## src/rtl/apb_slave_pkg.sv

```systemverilog
// Shared types and constants for the APB register-bank completer.
// Optional error responses are enabled with APB_SLAVE_PSLVERR_EN.
package apb_slave_pkg;

    typedef enum logic {
        IDLE   = 1'b0,
        ACCESS = 1'b1
    } state_t;

    localparam int APB_ADDR_W    = 32;
    localparam int APB_DATA_W    = 32;
    localparam int STATUS_WR_LSB = 16;
    localparam int STATUS_RD_LSB = 0;

    function automatic int idx_w(input int num_regs);
        return (num_regs <= 2) ? 1 : $clog2(num_regs);
    endfunction

endpackage

```

## src/rtl/apb_slave_wait_cnt.sv

```systemverilog
// Loadable down-counter; done marks the cycle a completer may raise pready.
// Shared by the APB completer models.
module apb_slave_wait_cnt #(
    parameter int W = 4
) (
    input  logic         clk,
    input  logic         rst,
    input  logic         load,
    input  logic [W-1:0] value,
    output logic         done
);

    logic [W-1:0] cnt;

    always_ff @(posedge clk) begin
        if (rst) begin
            cnt <= '0;
        end else if (load) begin
            cnt <= value;
        end else if (cnt != '0) begin
            cnt <= cnt - 1'b1;
        end
    end

    assign done = (cnt == '0);

endmodule

```

## src/rtl/apb_slave_regfile.sv

```systemverilog
// APB completer with a word-addressed register bank and wait states.
// Define APB_SLAVE_PSLVERR_EN to return pslverr on bad accesses.
module apb_slave_regfile
    import apb_slave_pkg::*;
#(
    parameter int                    NUM_REGS    = 16,
    parameter int                    WAIT_CYCLES = 0,
    parameter logic [APB_ADDR_W-1:0] BASE_ADDR   = 32'h0000_0000
) (
    input  logic                  clk,
    input  logic                  rst,
    input  logic                  psel,
    input  logic                  penable,
    input  logic                  pwrite,
    input  logic [APB_ADDR_W-1:0] paddr,
    input  logic [APB_DATA_W-1:0] pwdata,
    output logic [APB_DATA_W-1:0] prdata,
    output logic                  pready,
    output logic                  pslverr
);

    localparam int IW   = idx_w(NUM_REGS);
    localparam int STAT = NUM_REGS - 1;
    localparam logic [APB_ADDR_W-1:0] SPAN = APB_ADDR_W'(NUM_REGS * 4);

    state_t state;
    state_t state_nx;

    logic [APB_ADDR_W-1:0] addr_q;
    logic [APB_DATA_W-1:0] wdata_q;
    logic                  write_q;

    logic [APB_DATA_W-1:0] regs [NUM_REGS-1];
    logic [15:0]           wr_cnt;
    logic [15:0]           rd_cnt;

    logic                  setup;
    logic                  done;
    logic                  commit;
    logic [APB_ADDR_W-1:0] offset;
    logic [IW-1:0]         idx;
    logic                  invalid;
    logic                  ro_wr;
    logic [APB_DATA_W-1:0] rdata;

    assign setup   = (state == IDLE) && psel && !penable;
    assign offset  = addr_q - BASE_ADDR;
    assign idx     = offset[IW+1:2];
    assign invalid = (addr_q < BASE_ADDR) || (offset >= SPAN)
                   || (addr_q[1:0] != 2'b00);
    assign ro_wr   = write_q && (idx == IW'(STAT));

    // pready comes only from registered state, never from APB inputs
    assign pready = (state == ACCESS) && done;
    assign commit = pready && psel && penable;

    apb_slave_wait_cnt #(
        .W(4)
    ) u_wait (
        .clk  (clk),
        .rst  (rst),
        .load (setup),
        .value(4'(WAIT_CYCLES)),
        .done (done)
    );

    always_ff @(posedge clk) begin
        if (rst) begin
            state <= IDLE;
        end else begin
            state <= state_nx;
        end
    end

    always_comb begin
        state_nx = state;
        unique case (state)
            IDLE: begin
                if (setup) begin
                    state_nx = ACCESS;
                end
            end
            ACCESS: begin
                if (!psel || commit) begin
                    state_nx = IDLE;
                end
            end
            default: state_nx = IDLE;
        endcase
    end

    always_ff @(posedge clk) begin
        if (rst) begin
            addr_q  <= '0;
            wdata_q <= '0;
            write_q <= 1'b0;
        end else if (setup) begin
            addr_q  <= paddr;
            wdata_q <= pwdata;
            write_q <= pwrite;
        end
    end

    // Only committed accesses to valid addresses touch state
    always_ff @(posedge clk) begin
        if (rst) begin
            for (int i = 0; i < NUM_REGS - 1; i++) begin
                regs[i] <= '0;
            end
            wr_cnt <= '0;
            rd_cnt <= '0;
        end else if (commit && !invalid) begin
            if (write_q) begin
                if (!ro_wr) begin
                    regs[idx] <= wdata_q;
                    wr_cnt    <= wr_cnt + 16'd1;
                end
            end else begin
                rd_cnt <= rd_cnt + 16'd1;
            end
        end
    end

    always_comb begin
        rdata = '0;
        if (!invalid) begin
            if (idx == IW'(STAT)) begin
                rdata[STATUS_WR_LSB +: 16] = wr_cnt;
                rdata[STATUS_RD_LSB +: 16] = rd_cnt;
            end else begin
                rdata = regs[idx];
            end
        end
    end

    assign prdata = pready ? rdata : '0;

`ifdef APB_SLAVE_PSLVERR_EN
    assign pslverr = pready && (invalid || ro_wr);
`else
    assign pslverr = 1'b0;
`endif

endmodule

```

## config.mk

```make
export PLATFORM = sky130hd
export DESIGN_NAME = apb_slave_regfile
export DESIGN_NICKNAME = d
export VERILOG_FILES = /design/src/rtl/apb_slave_pkg.sv /design/src/rtl/apb_slave_wait_cnt.sv /design/src/rtl/apb_slave_regfile.sv
export SDC_FILE = /design/constraint.sdc
export NUM_CORES = 1
export LEC_CHECK = 0
export ABC_AREA = 1
export CAP_MARGIN = 30
export CORE_MARGIN = 4
export CORE_UTILIZATION = 35
export CTS_CLUSTER_SIZE = 28
export DETAILED_ROUTE_END_ITERATION = 10
export MAX_ROUTING_LAYER = met4
export SYNTH_ARGS = -nofsm -noshare
export SYNTH_HDL_FRONTEND = slang
export SYNTH_SLANG_ARGS = --single-unit
export TNS_END_PERCENT = 1
```

## constraint.sdc

```tcl
create_clock -name clk -period 2.6 [get_ports clk]
set_input_delay 0.39 -clock clk [delete_from_list [all_inputs] [get_ports clk]]
set_output_delay 0.39 -clock clk [all_outputs]
set_load 0.02 [all_outputs]
```

Word level (Yosys, flattened, before mapping)
Memories as Yosys holds them, arrays and structs flattened. A register that Yosys moved wholly into a read port is not among the register bits.
Index checks and enable logic that the tools add are counted.
{"block": "word_totals", "ff_bits": 102, "latch_bits": 0, "ram_bits": 480, "romBits": 0, "inputBits": 69, "out_inout_bits": 34, "wordCells": 55, "mem_count": 1}
{"block": "classes", "n_addsub": 3, "mul": 0, "n_div": 0, "order_cmp": 2, "eq_ne": 1, "shifts": 0, "n_mux": 18, "n_bitwise": 3, "n_reduce_logical": 20}
{"name": "regs", "words": 15, "width": 32, "rd": 1, "rd_clocked_by_memory_dff": 1, "wr": 15, "line": "apb_slave_regfile.sv:33", "source": "logic [APB_DATA_W-1:0] regs [NUM_REGS-1];"}
{"cell": "two-way mux 32 bit", "count": 4}
{"cell": "adder 16 x 1 -> 16 bit, second input constant", "count": 2}
{"cell": "greater-or-equal comparator 32 x 7 -> 1 bit, second input constant", "count": 1}
{"cell": "less-than comparator 32 x 1 -> 1 bit, second input constant", "count": 1}
{"cell": "OR reduction 32 bit", "count": 1}
{"cell": "two-way mux 4 bit", "count": 3}
{"cell": "two-way mux 1 bit", "count": 10}
{"cell": "logical AND 1 bit", "count": 7}
{"cell": "equality test 4 bit, second input constant", "count": 1}
{"cell": "zero test 4 bit", "count": 1}
{"cell": "nonzero test 4 bit", "count": 1}
{"cell": "subtractor 4 x 1 -> 4 bit, second input constant", "count": 1}
{"cell": "zero test 1 bit", "count": 3}
{"cell": "logical OR 1 bit", "count": 3}
{"cell": "inverter 1 bit", "count": 3}
{"cell": "AND reduction 3 bit", "count": 1}
{"cell": "case mux 1 bit (2 select lines)", "count": 1}
{"cell": "AND reduction 2 bit", "count": 1}
{"cell": "nonzero test 2 bit", "count": 1}
{"cell": "OR reduction 2 bit", "count": 1}

Depth between registers and ports, before layout
Gate-level depths: netlist of run 1.
{"block": "logic_depth", "word_depth": 10, "depth_mapped": 11, "ltp_nobuf": 10}

Hierarchy
A second synthesis of run 1 with hierarchy kept.
{"block": "unflattened", "cells_unflattened": 2903, "area_unflattened_um2": 27284.9}
{"module": "apb_slave_regfile", "n_inst": 1, "cells_per_inst": 2863, "area_per_inst_um2": 27037.2, "seq_area_each_um2": 17416.7}
{"module": "apb_slave_wait_cnt", "n_inst": 1, "cells_per_inst": 40, "area_per_inst_um2": 247.7, "seq_area_each_um2": 80.1}

Worst setup path after synthesis of run 1
Ideal clock, no wire load.
{"block": "synth_path", "path_kind": "reg-to-reg", "from": "register u_wait.cnt[0]", "to": "memory regs[3][0], enable pin", "setup_time_ns": 0.389, "t_arrival_ns": 2.327, "required_ns": 2.211, "path_slack_ns": -0.116, "path_stages_with_launch": 10, "n_path_buf": 1, "synth_period_minus_slack_ns": 2.716, "cell_sequence": "dfxtp_1 -> inv_1 -> ha_1 -> nand2_1 -> nor2_1 -> nand4_4 -> nor2_8 -> nand3_4 -> buf_2 -> nand2_1"}
{"item": "from (decl)", "line": "apb_slave_wait_cnt.sv:13", "source": "logic [W-1:0] cnt;"}
{"item": "from (signal assigned)", "line": "apb_slave_wait_cnt.sv:19", "source": "cnt <= value;"}
{"item": "from (signal assigned)", "line": "apb_slave_wait_cnt.sv:21", "source": "cnt <= cnt - 1'b1;"}
{"item": "to (decl)", "line": "apb_slave_regfile.sv:33"}

==> impl_metrics.tcl, run 1 <==
set metrics [dict create \
    yosys_warnings 0 \
    postSynthAreaPerCell_um2 9.49 \
    cp_max_fo 12 \
    ant_nets 0 \
    final-max-slew-violation-count 0 \
    via_per_inst 5.23 \
    routed_wl_mm 87.5 \
    pin_count 103 \
    max-slew-margin-rel_pct 49.0 \
    routedWlPerCell_um 21.0 \
    grt_overflow 0 \
    nets 3144 \
    dpl.cell_count 4018 \
    cts_buffers 68 \
    rows 102 \
    crit_required_ps 2210 \
    max_slew.worst_pin.slew_ps 764 \
    p_leak_nw 12.6 \
    first_pass_iters 5 \
    synth_seq_cells 618 \
    switching_share_pct 25.1 \
    grt_usage_pct 21.4 \
    rsz0062_at_grt "yes" \
    instances_no_fill 4163 \
    critPathKind "register to primary output" \
    worstPathArrival_ps 2420 \
    grt_pass1_vias 20800 \
    hold_class "input port to register" \
    gp_congestion 0.877 \
    die_width_um 288 \
    p_int_mw 17.4 \
    grt_max_degree 65 \
    clkPwrFrac_pct 39.8 \
    switchingPower_mw 5.85 \
    cts.htree.levels 3 \
    vdd_drop_max_uv 565 \
    finClkSkew_ps 33.1 \
    ys_seq_area_share_pct 64.0 \
    violations "setup timing" \
    cts_tree "done" \
    cap_violations 0 \
    num_vias 21800 \
    cp-end-kind "primary output" \
    report.final.hold_viol_count 0 \
    cts.clk_slew.worst_paths_ps 60 \
    drcViolationCount 0 \
    place_area_mm2 0.0313 \
    area_growth_pct 25.2 \
    cts.sinks 618 \
    start_kind "register" \
    clock_latency_ps 630 \
    seqPwrFrac_pct 48.2 \
    io_buffers 101 \
    die_area_mm2 0.0827 \
    first_iter_violations 2064 \
    initial_utilization_pct 35.3 \
    p_comb_share_pct 12.0 \
    die_y_um 288 \
    syn_area_mm2 0.0274 \
    grt_pass1_wl_mm 130 \
    coreArea_mm2 0.0775 \
    synth.distinct_cells 32 \
    setup_viol 32 \
    drive_gt1_share_pct 14.7 \
    final_area_mm2 0.0342 \
    cts.path.max_buffers 3 \
    period_share_pct 108 \
    diodes 0 \
    dp_hpwl_mm 52.7 \
    status "finished, violations left" \
    clock.fmax_ghz 0.355 \
    finalCriticalPeriod_ps 2810 \
    cts_root_buf "clkbuf_16" \
    synthCells 2882 \
    p_per_area_mw_per_mm2 680 \
    timing.hold.ws_ps 395 \
    finalWorstSetupSlack_ps -215 \
    antenna_found_initial 0 \
]
## critical path, cell delays in order (launching register included)
cell     delay (ps)
dfxtp_4         390
buf_12          160
inv_16           60
buf_16          160
buf_12          130
buf_12          130
a21oi_2         110
nand2_1          70
nand3_2          70
nand2_2          80
o21ai_4         200
a21oi_2          90
buf_6           140
## synthesized netlist by cell type
cell	number	share of area, %
o211ai_1	1	0.027
nand4_1	2	0.046
nor2_4	1	0.041
edfxtp_1	512	56
buf_1	21	0.29
and2_1	1	0.023
nand2_1	633	8.7
buf_4	1	0.027
clkbuf_1	155	2.1
a211oi_1	30	0.82
conb_1	1	0.014
nor3b_1	1	0.027
xnor2_1	8	0.26
nor2_8	1	0.073
o22ai_1	3	0.069
inv_2	3	0.041
nand3_1	307	5.6
or2_2	1	0.023
a21oi_1	230	4.2
nand4_4	1	0.078
dfxtp_1	106	7.8
nand3_4	7	0.45
xor2_1	13	0.42
o21ai_1	8	0.15
buf_2	48	0.88
nor3_1	18	0.33
nor3_4	1	0.059
o21ai_0	126	2.3
nor2_1	535	7.3
nor2_2	2	0.046
inv_1	101	1.4
ha_1	4	0.18
## through the flow
stage | util [%] | setup TNS [ps] | power (mW) | setup WS, ps
2_1_floorplan | - | -34110 | 12.6 | -116
3_3_place_gp | 40.3 | -1100 | 13.9 | -142
3_5_place_dp | 40.3 | -1210 | 13.9 | -135
4_1_cts | 43.9 | -5640 | 23.3 | -245
5_1_grt | 44.2 | -8060 | 24.1 | -298
6_report | 44.2 | -4690 | 23.3 | -215
## cell usage in the layout (no fill, tap or decap), drive strengths merged, types with 8 or more instances in the layout
master         instances
edfxtp               512
a211oi                30
xnor2                  8
o21ai                134
nand3                314
a21oi                230
clkdlybuf4s50         69
conb                  33
clkbuf                94
nand2                633
inv                  109
clkinv                21
buf                  235
nor3                  19
xor2                  13
nor2                 539
dfxtp                106
## power by group through the flow
stage               logic (mW)  registers, mW  clock network, mW
floorplan                 1.24           11.4                  0
global placement          2.48           11.4                  0
detailed placement        2.50           11.4                  0
CTS                       2.73           11.2               9.36
global route              3.00           11.3               9.80
finish                    2.79           11.2               9.28
## flip-flops by register name (all words and copies together) (netlist names), named ones only
register and count:
regs 512, write_q 1, addr_q 32, wr_cnt 16, wdata_q 32, state 1, rd_cnt 16, u_wait.cnt 4
## cells by family (layout without fill, tap and decap cells)
| logic type | count (synthesis) | in the layout | share of synthesized area, % |
|---|---|---|---|
| simple gates | 1511 | 1511 | 22.8 |
| flops | 618 | 618 | 64.0 |
| compound gates | 398 | 398 | 7.58 |
| buf+inv | 329 | 538 | 4.75 |
| xor+xnor | 21 | 21 | 0.672 |
| fa+ha+maj | 4 | 4 | 0.183 |
| other cells | 1 | 33 | 0.0137 |
## path summary, 6_finish.rpt
path	slack, ps	startpoint	cells after the start	to
worst min register to register	420	wdata_q[12]	0	regs[15][12]
worst max-delay path	-210	register	12	prdata[26]
worst min-delay path	390	pwrite	3	write_q
worst max register to register	160	addr_q[2]	8	regs[3][7]
## area by class of cell
| type | count | area, µm² |
|---|---|---|
| Clock inverter | 29 | 226 |
| Timing Repair inverter | 2 | 17.5 |
| Sequential cell | 618 | 17500 |
| Multi-Input combinational cell | 1967 | 9140 |
| Clock buffer | 93 | 1890 |
| Fill cell | 7280 | 43200 |
| Timing Repair Buffer | 310 | 3760 |
| Inverter | 104 | 418 |
| Tap cell | 1040 | 1300 |
## layer usage
| layer | share of wire (%) | up-vias | track usage [%] | wire length, µm |
|---|---|---|---|---|
| met5 | 0 | - | - | 0 |
| met4 | 3.2 | 0 | 6.98 | 2790 |
| met3 | 7.8 | 175 | 3.64 | 6850 |
| met2 | 47 | 911 | 33.7 | 41000 |
| met1 | 42 | 10600 | 28.4 | 36800 |
| li1 | - | 10100 | - | - |
## repair_timing
| action | CTS | global route |
|---|---|---|
| pin swaps | 19 | 20 |
| hold buffers | 0 | 0 |
| setup endpoints to repair | 32 | 32 |
| cloned | 10 | 1 |
| resized for setup | 253 | 50 |
| buffers inserted | 13 | 0 |
Power figures use the tool's default switching activity.
==> run 2, diff against run 1 <==
--- a/config.mk
+++ b/config.mk
@@ -12,6 +12,7 @@
 export CTS_CLUSTER_SIZE = 28
 export DETAILED_ROUTE_END_ITERATION = 10
 export MAX_ROUTING_LAYER = met4
+export PLACE_DENSITY = 0.52
 export SYNTH_ARGS = -nofsm -noshare
 export SYNTH_HDL_FRONTEND = slang
 export SYNTH_SLANG_ARGS = --single-unit
==> impl_metrics.tcl, run 2 (synthesis gave the netlist of run 1 again) <==
set metrics [dict create \
    ctsHoldBuffers 0 \
    max-slew-margin-rel_pct 55.8 \
    worstPathCellList "buf_12 -> buf_6 -> buf_16 -> buf_4 -> nand2_1 -> nand2_1 -> a21oi_2 -> a211oi_2 -> o21ai_2 -> buf_4 -> a21oi_2 -> buf_6" \
    final-max-slew-violation-count 0 \
    r2r-start "u_wait.cnt[0]" \
    max_stage_delay_ps 390 \
    clock.fmax_ghz 0.348 \
    clock_latency_ps 630 \
    critPathSlowestCell "dfxtp_4" \
    cap_violations 0 \
    area_growth_pct 24.9 \
    fin_setup_tns_ps -6360 \
    cts_buffers 68 \
    seqPwrFrac_pct 47.8 \
    drive_gt1_share_pct 14.6 \
    dpl.cell_count 4009 \
    largestRegisters "regs (512), addr_q (32), wdata_q (32)" \
    nets 3136 \
    p_comb_share_pct 12.2 \
    drcViolationCount 0 \
    cts_tree "done" \
    min_path_cells 3 \
    finalCriticalPeriod_ps 2870 \
    cts.sinks 618 \
    violations "setup timing" \
    top_register "regs" \
    pin_count 103 \
    start_kind "register" \
    status "finished, violations left" \
    first_pass_iters 5 \
    routedWlPerCell_um 21.6 \
    layout.cells.most_common "nand2_1" \
    finalWorstSetupSlack_ps -273 \
    power_mw 23.5 \
    p_leak_nw 12.5 \
    die_y_um 288 \
    timing.critical_path.buf_inv 6 \
    rows 102 \
    ant_nets 0 \
    crit_family "buffers and inverters" \
    switchingPower_mw 6.06 \
    whs_endpoint "addr_q[11]" \
    die_area_mm2 0.0827 \
    report.final.hold_viol_count 0 \
    critPathKind "register to primary output" \
    coreArea_mm2 0.0775 \
    cts.clk_slew.worst_paths_ps 60 \
    dp_hpwl_mm 53.7 \
    period_share_pct 110 \
    cts.path.max_buffers 3 \
    grt_pass1_wl_mm 135 \
    crit_required_ps 2210 \
    hp-start "paddr[11]" \
    num_vias 21700 \
    io_buffers 101 \
    vdd_drop_max_uv 439 \
    first_iter_violations 2078 \
    cp_max_fo 7 \
    switching_share_pct 25.8 \
    die_width_um 288 \
    reg2reg_slack_ps 250 \
    fillers 7427 \
    pre_cts_slack_ps -235 \
    cp-end-kind "primary output" \
    grt_overflow 0 \
    grt_usage_pct 22.3 \
    final_core_util_pct 44.1 \
    p_per_area_mw_per_mm2 688 \
    max_slew.worst_pin.slew_ps 662 \
    rsz0062_at_grt "yes" \
    routed_wl_mm 89.8 \
    largest_reg_flops 512 \
    clkPwrFrac_pct 40.1 \
    instances_no_fill 4158 \
    initial_utilization_pct 35.3 \
    timing.rr.end "regs[5][16]" \
    cts_root_buf "clkbuf_16" \
    hold_class "input port to register" \
    worstPathArrival_ps 2480 \
    setup_viol 32 \
    grt_pass1_vias 21500 \
    antenna_found_initial 1 \
    worstRegToRegCells 10 \
    cts.htree.levels 3 \
    finClkSkew_ps 29.4 \
    grt_max_degree 87 \
    via_per_inst 5.22 \
    gp_congestion 0.821 \
    final_cell_mix "nand2_1 (614), nor2_1 (533), edfxtp_1 (512), nand3_1 (294), a21oi_1 (202)" \
    p_int_mw 17.4 \
]
run 2: metrics by stage:
step | instance area, µm² | hold WS, ps
2_1_floorplan | 27500 | 408
3_3_place_gp | 31000 | 410
3_5_place_dp | 31000 | 413
4_1_cts | 34000 | 370
5_1_grt | 34200 | 404
6_report | 34200 | 395
run 2: repair_timing:
item / 4_1_cts / 5_1_grt
gates cloned: 12 / 0
resized for setup: 274 / 48
setup buffers: 11 / 3
setup endpoints to repair: 32 / 58
pin swaps: 22 / 11
run 2: final cells by class:
class / count / area, µm² / share of cell area (%)
Timing Repair inverter: 2 / 17.5 / 0.0513
Sequential cell: 618 / 17500 / 51.3
Clock inverter: 24 / 188 / 0.550
Timing Repair Buffer: 302 / 3630 / 10.6
Antenna cell: 1 / 2.50 / 0.00733
Tap cell: 1040 / 1300 / 3.81
Clock buffer: 100 / 1960 / 5.74
Multi-Input combinational cell: 1967 / 9140 / 26.7
Inverter: 104 / 410 / 1.20
run 2: worst register-to-register path, stage by stage, from the launching register on:
cell     delay [ps]
dfxtp_1         320
inv_1            80
ha_1            140
nand2_1          70
buf_4           160
nor2_1          210
nand4_4         240
nor2_8          310
nand3_4         120
nand2_4         180
buf_4           230
run 2: worst max path at each step:
stage / to / slack, ps / cells after the start
final: prdata[11] / -270 / 12
after global routing: prdata[22] / -390 / 12
after CTS: prdata[8] / -300 / 11
after detailed placement: prdata[13] / -230 / 10
after global placement: prdata[7] / -270 / 8
after floorplan: regs[11][0] / -120 / 9
run 2: power by group through the flow:
stage	combinational (mW)	sequential (mW)	clock (mW)
2_1_floorplan	1.24	11.4	0
3_3_place_gp	2.49	11.4	0
3_5_place_dp	2.52	11.4	0
4_1_cts	2.81	11.2	9.57
5_1_grt	3.07	11.3	9.95
6_report	2.86	11.2	9.41
run 2: per-layer routing:
| layer | global-route usage, % | part of all wire, % | up-vias | routed length (µm) |
|---|---|---|---|---|
| met5 | - | 0 | - | 0 |
| met4 | 6.06 | 2.2 | 0 | 2010 |
| met3 | 3.17 | 6.7 | 138 | 6000 |
| met2 | 36.6 | 48 | 775 | 43400 |
| met1 | 29.1 | 43 | 10700 | 38400 |
| li1 | - | - | 10100 | - |
